===== src/rtl/pong_pkg.sv =====
// Shared definitions for the pong match controller: state encodings,
// score width, frame counter width and the default match parameters.
package pong_pkg;

    localparam int SCORE_W          = 4;
    localparam int CNT_W            = 8;
    localparam int WIN_SCORE_DEF    = 7;
    localparam int SERVE_FRAMES_DEF = 60;
    localparam int POINT_FRAMES_DEF = 30;

    typedef enum logic [2:0] {
        ST_IDLE  = 3'd0,
        ST_SERVE = 3'd1,
        ST_PLAY  = 3'd2,
        ST_POINT = 3'd3,
        ST_OVER  = 3'd4
    } state_t;

    // Scores stick at the top value instead of wrapping back to zero.
    function automatic logic [SCORE_W-1:0] score_inc(input logic [SCORE_W-1:0] s);
        return (s == {SCORE_W{1'b1}}) ? s : s + 1'b1;
    endfunction

    function automatic logic [CNT_W-1:0] cnt_inc(input logic [CNT_W-1:0] c);
        return (c == {CNT_W{1'b1}}) ? c : c + 1'b1;
    endfunction

endpackage


===== src/rtl/match_ctrl_edge_detect.sv =====
// Edge pulse generator (module edge_detect): registers the input twice and
// emits a one-cycle rise or fall pulse, selected by FALL, the cycle after it.
module edge_detect #(
    parameter bit FALL = 1'b0
) (
    input  logic clk,
    input  logic reset,
    input  logic i_sig,
    output logic o_pulse
);

    logic       r_cur;
    logic       r_prev;
    logic [1:0] r_vld;

    // r_vld keeps a level held across reset release from looking like an edge.
    always_ff @(posedge clk) begin
        if (reset) begin
            r_cur  <= 1'b0;
            r_prev <= 1'b0;
            r_vld  <= 2'b00;
        end else begin
            r_cur  <= i_sig;
            r_prev <= r_cur;
            r_vld  <= {r_vld[0], 1'b1};
        end
    end

    assign o_pulse = r_vld[1] & (FALL ? (r_prev & ~r_cur) : (r_cur & ~r_prev));

endmodule


===== src/rtl/match_ctrl.sv =====
// Pong match sequencer: IDLE/SERVE/PLAY/POINT/OVER, scoring, frame pacing.
// Optional MATCH_CTRL_FRAME_STEP_EN adds single-step frame advance by button.
module match_ctrl
    import pong_pkg::*;
#(
    parameter int WIN_SCORE    = WIN_SCORE_DEF,
    parameter int SERVE_FRAMES = SERVE_FRAMES_DEF,
    parameter int POINT_FRAMES = POINT_FRAMES_DEF
) (
    input  logic               clk,
    input  logic               reset,
    input  logic               vga_v_sync,
    input  logic               start_game,
    input  logic               point_left,
    input  logic               point_right,
`ifdef MATCH_CTRL_FRAME_STEP_EN
    input  logic               step_mode,
    input  logic               step_btn,
`endif
    output logic               engine_step,
    output logic               ball_reset,
    output logic               serve_dir,
    output logic [SCORE_W-1:0] score_left,
    output logic [SCORE_W-1:0] score_right,
    output logic               game_running,
    output logic               game_over,
    output logic               winner,
    output logic [2:0]         state
);

    localparam logic [CNT_W-1:0]   SERVE_TGT = CNT_W'(SERVE_FRAMES);
    localparam logic [CNT_W-1:0]   POINT_TGT = CNT_W'(POINT_FRAMES);
    localparam logic [SCORE_W-1:0] WIN_TGT   = SCORE_W'(WIN_SCORE);

    state_t             r_state;
    logic [CNT_W-1:0]   r_cnt;
    logic [SCORE_W-1:0] r_score_l;
    logic [SCORE_W-1:0] r_score_r;
    logic               r_serve_dir;
    logic               r_ball_reset;
    logic               r_winner;

    logic               w_vs_fall;
    logic               w_start_rise;
    logic               w_frame_tick;
    logic [CNT_W-1:0]   w_cnt_inc;

    edge_detect #(.FALL(1'b1)) u_vs_edge (
        .clk     (clk),
        .reset   (reset),
        .i_sig   (vga_v_sync),
        .o_pulse (w_vs_fall)
    );

    edge_detect #(.FALL(1'b0)) u_start_edge (
        .clk     (clk),
        .reset   (reset),
        .i_sig   (start_game),
        .o_pulse (w_start_rise)
    );

`ifdef MATCH_CTRL_FRAME_STEP_EN
    logic w_step_rise;

    edge_detect #(.FALL(1'b0)) u_step_edge (
        .clk     (clk),
        .reset   (reset),
        .i_sig   (step_btn),
        .o_pulse (w_step_rise)
    );

    assign w_frame_tick = step_mode ? w_step_rise : w_vs_fall;
`else
    assign w_frame_tick = w_vs_fall;
`endif

    assign w_cnt_inc = cnt_inc(r_cnt);

    always_ff @(posedge clk) begin
        if (reset) begin
            r_state      <= ST_IDLE;
            r_cnt        <= '0;
            r_score_l    <= '0;
            r_score_r    <= '0;
            r_serve_dir  <= 1'b0;
            r_ball_reset <= 1'b0;
            r_winner     <= 1'b0;
        end else begin
            r_ball_reset <= 1'b0;
            case (r_state)
                ST_IDLE, ST_OVER: begin
                    if (w_start_rise) begin
                        r_state      <= ST_SERVE;
                        r_cnt        <= '0;
                        r_score_l    <= '0;
                        r_score_r    <= '0;
                        r_serve_dir  <= 1'b0;
                        r_winner     <= 1'b0;
                        r_ball_reset <= 1'b1;
                    end
                end
                ST_SERVE: begin
                    if (!start_game) begin
                        r_state <= ST_IDLE;
                    end else if (w_frame_tick) begin
                        if (w_cnt_inc == SERVE_TGT) begin
                            r_state <= ST_PLAY;
                            r_cnt   <= '0;
                        end else begin
                            r_cnt <= w_cnt_inc;
                        end
                    end
                end
                ST_PLAY: begin
                    if (!start_game) begin
                        r_state <= ST_IDLE;
                    end else if (point_left || point_right) begin
                        // Simultaneous points count as a draw: nobody scores.
                        r_state <= ST_POINT;
                        r_cnt   <= '0;
                        if (point_left && point_right) begin
                            r_serve_dir <= ~r_serve_dir;
                        end else if (point_left) begin
                            r_score_l   <= score_inc(r_score_l);
                            r_serve_dir <= 1'b1;
                        end else begin
                            r_score_r   <= score_inc(r_score_r);
                            r_serve_dir <= 1'b0;
                        end
                    end
                end
                ST_POINT: begin
                    if (!start_game) begin
                        r_state <= ST_IDLE;
                    end else if (w_frame_tick) begin
                        if (w_cnt_inc == POINT_TGT) begin
                            r_cnt <= '0;
                            if (r_score_l == WIN_TGT || r_score_r == WIN_TGT) begin
                                r_state  <= ST_OVER;
                                r_winner <= (r_score_r == WIN_TGT);
                            end else begin
                                r_state      <= ST_SERVE;
                                r_ball_reset <= 1'b1;
                            end
                        end else begin
                            r_cnt <= w_cnt_inc;
                        end
                    end
                end
                default: r_state <= ST_IDLE;
            endcase
        end
    end

    // Engine advance is combinational so it lands on the tick cycle itself.
    assign engine_step  = w_frame_tick && (r_state == ST_PLAY);
    assign ball_reset   = r_ball_reset;
    assign serve_dir    = r_serve_dir;
    assign score_left   = r_score_l;
    assign score_right  = r_score_r;
    assign game_running = (r_state == ST_SERVE) || (r_state == ST_PLAY) || (r_state == ST_POINT);
    assign game_over    = (r_state == ST_OVER);
    assign winner       = r_winner;
    assign state        = r_state;

endmodule


===== config.mk =====
export PLATFORM = sky130hd
export DESIGN_NAME = match_ctrl
export DESIGN_NICKNAME = d
export VERILOG_FILES = /design/src/rtl/pong_pkg.sv /design/src/rtl/match_ctrl_edge_detect.sv /design/src/rtl/match_ctrl.sv
export SDC_FILE = /design/constraint.sdc
export NUM_CORES = 1
export LEC_CHECK = 0
export CORE_ASPECT_RATIO = 0.9
export CORE_MARGIN = 3
export CORE_UTILIZATION = 30
export CTS_BUF_LIST = sky130_fd_sc_hd__clkbuf_4
export DETAILED_ROUTE_END_ITERATION = 8
export HOLD_SLACK_MARGIN = 0.12
export SLEW_MARGIN = 20
export SYNTH_ARGS = -nofsm -noshare
export SYNTH_HDL_FRONTEND = slang
export SYNTH_SLANG_ARGS = --single-unit

===== constraint.sdc =====
create_clock -name clk -period 2.6 [get_ports clk]
set_input_delay 0.52 -clock clk [delete_from_list [all_inputs] [get_ports clk]]
set_output_delay 0.52 -clock clk [all_outputs]
set_load 0.05 [all_outputs]

==> results.toml, run 1 <==
[placed_design]
place_ws_ns = 0.2005
placed_cells = 293
dp_hpwl_mm = 2.979
portBuffers = 22
gp_congestion = 0.8614

[pwr]
total_power_mw = 0.8009
leakage_nw = 0.6877
vdd_ir_drop_max_uv = 190.5
power_density_nw_per_um2 = 404.1

[route]
wl_mm = 3.986
route.detailed.drc = 0
drtAntennaViolNets = 0
wl_per_cell_um = 13.42
via_per_inst = 5.236
drt_iter0_markers = 177
dr_total_vias = 1555
dr_wl_met3_um = 134
wl_met2_mm = 1.659
wl_met1_mm = 2.124
dr.max_layer_used = "met4"
drtPass1Iterations = 4

[logic_synthesis]
synth_common_cells = "28 x dfxtp_1, 21 x nand2_1, 19 x nor2_1"
yosysWarnings = 0
synth_largest_area_cell = "dfxtp_1"
synth_cell_types = 41
syn_area_per_cell_um2 = 7.706
yosysSeqAreaShare = 0.3497
synthesis.nets = 218
synth_top_area_frac = 0.3497
synthMostInstantiatedCell = "dfxtp_1"
synth_edf_count = 0
ys.flop_type = "dfxtp_1"
mappedNetlistArea_um2 = 1603
synthTopCellsByArea = "dfxtp_1 35%, a21oi_1 5.6%, nand3_1 5.0%"
synth_cells = 208
synth-seq-cells = 28
async_flop_share = 0

[clocking]
insertion_delay_ns = 0.35
htreeDepth = 1
clock-sinks = 28
cts_buffer_depth = 2
cts_root_buf = "clkbuf_4"
cts_tree = "yes"
numCtsBuffers = 3
clk_pin_slew_worst_paths_ns = 0.15
hold_buffers = 0
post_cts_buffers = 0

[min_path]
hp-class = "reg -> reg"
whs_path_depth = 1
hold_path.startpoint = "u_start_edge.r_vld[0]$_DFF_P_"
min_to = "u_vs_edge.r_vld[1]$_SDFF_PP0_"

[timing]
finClkSkew_ns = 0.01742
layout_worst_path_cycle_share = 0.9431
min_period_ns = 2.452
setup_viol = 0
tightest_slew_ns = 0.6899
setup_tns_ns = 0
finalMaxSlewViolations = 0
slew-limit-headroom = 0.5366
max_freq_ghz = 0.4078
rsz0062_at_grt = "yes"
worst_slack_ns = 0.1480
finalHoldViolCount = 0

[critical_path]
crit_cells = 3
crit_type = "reg -> out"
ff2ff_setup_slack_ns = 0.21
ff2ff_path_depth = 7
reg2reg_from = "r_cnt[0]$_SDFFE_PP0P_"
crit_buf_inv = 1
worstReg2RegEnd = "state[1]$_SDFFE_PP0P_"
critical_path_required_ns = 2.08
cp-start-kind = "flop"
slowest_stage = "clkdlybuf4s50_1"
arrival_ns = 1.93
path_cells = "nor2_1 > and2_1 > clkdlybuf4s50_1"
crit_family = "buffers and inverters"
critPathMaxStageDelay_ns = 0.79
end_kind = "output port"
crit_path_max_fanout = 14

[floorplanning]
die_h_um = 75.34
die_area_um2 = 6257
ios = 23
core-area_um2 = 5015
initial_core_util = 0.3196
rows = 24
fp.dieW_um = 83.05

[final_layout]
multi_input_area_um2 = 974.7
register_area_um2 = 564.3
drive_gt1_frac = 0.08621
diodes = 0
fin_util = 0.3952
num-fill-cells = 535
stdcell_count = 297
nets = 243
area_growth_pct = 23.65

[grt]
grt_pass1_wl_mm = 6.755
grt_max_degree = 17
antenna_found_initial = 0
grt_usage = 0.1312
grt_pass1_vias = 1394
grt.overflow.total = 0

[job]
max-cap-violations = 0

[outcome]
outcome = "finished clean"
==> what timing repair did <==
item | in CTS | in global routing
setup endpoints to repair | 0 | 3
endpoints found under the hold margin | 0 | 0
resized for setup | 0 | 3
==> how the worst max path moves through the flow <==
| stage | endpoint | slack (ns) | startpoint |
|---|---|---|---|
| 2_1_floorplan | engine_step | 0.20 | state[1]$_SDFFE_PP0P_ |
| 3_3_place_gp | r_cnt[2]$_SDFFE_PP0P_ | 0.23 | start_game |
| 3_5_place_dp | r_cnt[2]$_SDFFE_PP0P_ | 0.20 | start_game |
| 4_1_cts | game_running | 0.04 | state[1]$_SDFFE_PP0P_ |
| 5_1_grt | state[1]$_SDFFE_PP0P_ | -0.02 | r_cnt[0]$_SDFFE_PP0P_ |
| 6_report | game_over | 0.15 | state[1]$_SDFFE_PP0P_ |
==> kinds of logic (layout without fill, tap and decap cells) <==
kind of cell             Yosys count  after routing  synth area share
AND/OR/NAND/NOR                  105            105            0.3427
AO/OA/AOI/OAI                     47             47            0.1819
flip-flops                        28             28            0.3497
buffers and inverters             15             39           0.04372
XOR/XNOR                           7              7           0.03825
adder cells (fa/ha/maj)            4              4           0.03123
multiplexers                       2              2           0.01249
==> placed cells by master (no fill, tap or decap), types with 3 or more instances in the layout <==
cell             Yosys  layout
buf_4                1       8
o21ai_1              6       6
and3_1               3       3
nand3b_1             3       3
nand2b_1             7       7
a31oi_1              5       5
nor3b_1              3       3
and2_1               3       3
clkdlybuf4s50_1      0      21
nand4_1              4       4
dfxtp_2              0       3
xnor2_1              4       4
ha_1                 4       4
dfxtp_1             28      25
o21ai_0              5       5
inv_1                5       5
nand2_1             21      21
nand3_1             16      16
xor2_1               3       3
or3_1                6       6
nor3_1              10      10
clkbuf_4             0       3
nor2_1              19      18
a21oi_1             18      18
nor2b_1              4       4
==> where the power goes <==
| part | leakage (nW) | internal (mW) | switching (mW) |
|---|---|---|---|
| combinational | 0.431 | 0.0250 | 0.0399 |
| sequential | 0.229 | 0.436 | 0.00359 |
| clock | 0.0279 | 0.156 | 0.140 |
| total | 0.688 | 0.617 | 0.184 |
==> flip-flops by register name, indices dropped and copies added (netlist names), 3 cells and up <==
name	flops
state	3
score_right	4
score_left	4
r_cnt	8
==> layout make-up <==
cell class | instances | area share
well taps | 65 | 0.04104
clock buffers | 3 | 0.01136
repair buffers | 30 | 0.1465
multi-input cells | 165 | 0.4918
clock inverters | 1 | 0.01515
inverters | 5 | 0.009470
flip-flops and latches | 28 | 0.2847
==> metrics by stage <==
stage | instance area [um^2] | hold WS (ns)
floorplan | 1605 | 0.4138
finish | 1982 | 0.4598
detailed placement | 1926 | 0.4267
CTS | 1978 | 0.4614
global route | 1982 | 0.4691
global placement | 1926 | 0.4249
==> routing by layer <==
layer,up-vias,global-route usage
met2,41,0.1940
met1,714,0.1967
met4,0,0.04719
li1,796,-
met5,-,0
met3,4,0.01622
==> worst register-to-register path: cells and delay by family, from the launching register on <==
family                     cells  cell delay (ns)
AOI/OAI and AO/OA              4             1.05
adders and majority gates      1             0.26
DFF                            1             0.39
and+or+nand+nor                2             0.57
Power figures use the tool's default switching activity.
==> run 2, diff against run 1 <==
--- a/config.mk
+++ b/config.mk
@@ -7,7 +7,7 @@
 export LEC_CHECK = 0
 export CORE_ASPECT_RATIO = 0.9
 export CORE_MARGIN = 3
-export CORE_UTILIZATION = 30
+export CORE_UTILIZATION = 35
 export CTS_BUF_LIST = sky130_fd_sc_hd__clkbuf_4
 export DETAILED_ROUTE_END_ITERATION = 8
 export HOLD_SLACK_MARGIN = 0.12
==> results.toml, run 2 (synthesis gave the netlist of run 1 again) <==
[placed_design]
dp_hpwl_mm = 3.094
portBuffers = 22
gp_congestion = 0.8750

[floorplanning]
initial_core_util = 0.3781
core-area_um2 = 4239
die_area_um2 = 5429
die_h_um = 70.20
rows = 22
ios = 23
fp.dieW_um = 77.33

[critical_path]
path_cells = "nor2_1 > nor2_1 > clkdlybuf4s50_1"
critical_path_required_ns = 2.08
critPathMaxStageDelay_ns = 0.80
end_kind = "output port"
cp-start-kind = "flop"
crit_path_max_fanout = 10
arrival_ns = 1.93
crit_type = "reg -> out"
cp_common_cell = "nor2_1"
slowest_stage = "clkdlybuf4s50_1"

[clocking]
post_cts_buffers = 0
clock-sinks = 28
cts_root_buf = "clkbuf_4"
numCtsBuffers = 3
cts_tree = "yes"
cts_buffer_depth = 2
clk_pin_slew_worst_paths_ns = 0.14
htreeDepth = 1
insertion_delay_ns = 0.32

[route]
drt_iter0_markers = 106
dr_total_vias = 1534
wl_mm = 4.035
drtAntennaViolNets = 0
via_per_inst = 5.235
wl_per_cell_um = 13.77
drtPass1Iterations = 4
route.detailed.drc = 0

[pwr]
total_power_mw = 0.6822
vdd_ir_drop_max_uv = 236.9
leakage_nw = 0.6983
power_density_nw_per_um2 = 348.6

[timing]
setup_tns_ns = 0
max_freq_ghz = 0.4079
finClkSkew_ns = 0.004980
setup_viol = 0
finalMaxSlewViolations = 0
slew-limit-headroom = 0.5296
layout_worst_path_cycle_share = 0.9430
tightest_slew_ns = 0.7003
min_period_ns = 2.452
rsz0062_at_grt = "no"
finalHoldViolCount = 0

[min_path]
hp-class = "reg -> reg"

[outcome]
outcome = "finished clean"

[final_layout]
diodes = 0
area_growth_pct = 22.09
final_cell_mix = "27 x dfxtp_1, 21 x nand2_1, 20 x clkdlybuf4s50_1, 18 x nor2_1, 18 x a21oi_1"
drive_gt1_frac = 0.07725
regMostFlops = "r_cnt"
final_common_cell = "dfxtp_1"
nets = 244
largest_reg_flops = 8

[grt]
grt_usage = 0.1529
grt_max_degree = 16
grt_pass1_wl_mm = 6.789
grt.overflow.total = 0
grt_pass1_vias = 1380
antenna_found_initial = 0

[job]
max-cap-violations = 0
-- run 2: cell types whose count changed in the layout (fill, tap and decap cells not counted) --
cell	delta
buf_4	+1
clkdlybuf4s50_1	-1
clkinv_1	+1
bufinv_16	-1
dfxtp_1	+2
dlymetal6s2s_1	+1
dfxtp_2	-2
-- run 2: worst paths after layout --
check,slack [ns],start,depth (start not counted),endpoint
worst min-delay path,0.46,u_start_edge.r_vld[0]$_DFF_P_,1,u_vs_edge.r_vld[1]$_SDFF_PP0_
worst max register to register,0.22,r_cnt[1]$_SDFFE_PP0P_,8,state[1]$_SDFFE_PP0P_
worst min register to register,0.46,u_start_edge.r_vld[0]$_DFF_P_,1,u_vs_edge.r_vld[1]$_SDFF_PP0_
worst max-delay path,0.15,state[1]$_SDFFE_PP0P_,3,game_running
-- run 2: area by class of cell --
cell class / count / area (um^2)
repair buffers: 31 / 300.3
fillers: 457 / 2282
clock buffers: 3 / 22.52
multi-input cells: 165 / 974.7
inverters: 5 / 18.77
well taps: 60 / 75.07
clock inverters: 1 / 3.754
flip-flops and latches: 28 / 561.8
-- run 2: routing by layer --
metal / vias to the layer above / GRT usage / wire length [um]
li1: 793 / - / -
met1: 703 / 0.2368 / 2089
met2: 34 / 0.2148 / 1692
met3: 4 / 0.03608 / 221
met4: 0 / 0.02372 / 31
met5: - / 0 / 0
-- run 2: per-stage QoR --
step | setup WS (ns) | instance area (um^2) | util | cells | hold WS, ns
floorplan | 0.1954 | 1605 | - | 208 | 0.4138
global placement | 0.2306 | 1927 | 0.4545 | 289 | 0.4187
detailed placement | 0.1863 | 1927 | 0.4545 | 289 | 0.4242
CTS | 0.09165 | 1953 | 0.4607 | 293 | 0.4573
global route | 0.01864 | 1957 | 0.4616 | 293 | 0.4695
finish | 0.1483 | 1957 | 0.4616 | 293 | 0.4561
-- run 2: critical path: cells and delay by family, from the launching register on --
kind | cells | cell delay, ns
AND/OR/NAND/NOR | 2 | 0.25
flip-flops | 1 | 0.56
buffers and inverters | 1 | 0.80
-- run 2: power breakdown --
part | switching, mW | internal, mW | total (mW) | leakage [nW]
Combinational | 0.0403 | 0.0249 | 0.0652 | 0.455
Clock | 0.122 | 0.0563 | 0.178 | 0.0154
Sequential | 0.00355 | 0.436 | 0.439 | 0.228
-- run 2: timing repair --
action                     CTS  global route
resized for setup            0             2
setup endpoints to repair    0             2
hold buffers                 0             0
==> run 3, diff against run 2 <==
--- a/config.mk
+++ b/config.mk
@@ -7,7 +7,7 @@
 export LEC_CHECK = 0
 export CORE_ASPECT_RATIO = 0.9
 export CORE_MARGIN = 3
-export CORE_UTILIZATION = 35
+export CORE_UTILIZATION = 30
 export CTS_BUF_LIST = sky130_fd_sc_hd__clkbuf_4
 export DETAILED_ROUTE_END_ITERATION = 8
 export HOLD_SLACK_MARGIN = 0.12
==> results of run 3 <==
No change in the layout: final DEF, timing and power equal those of run 1.
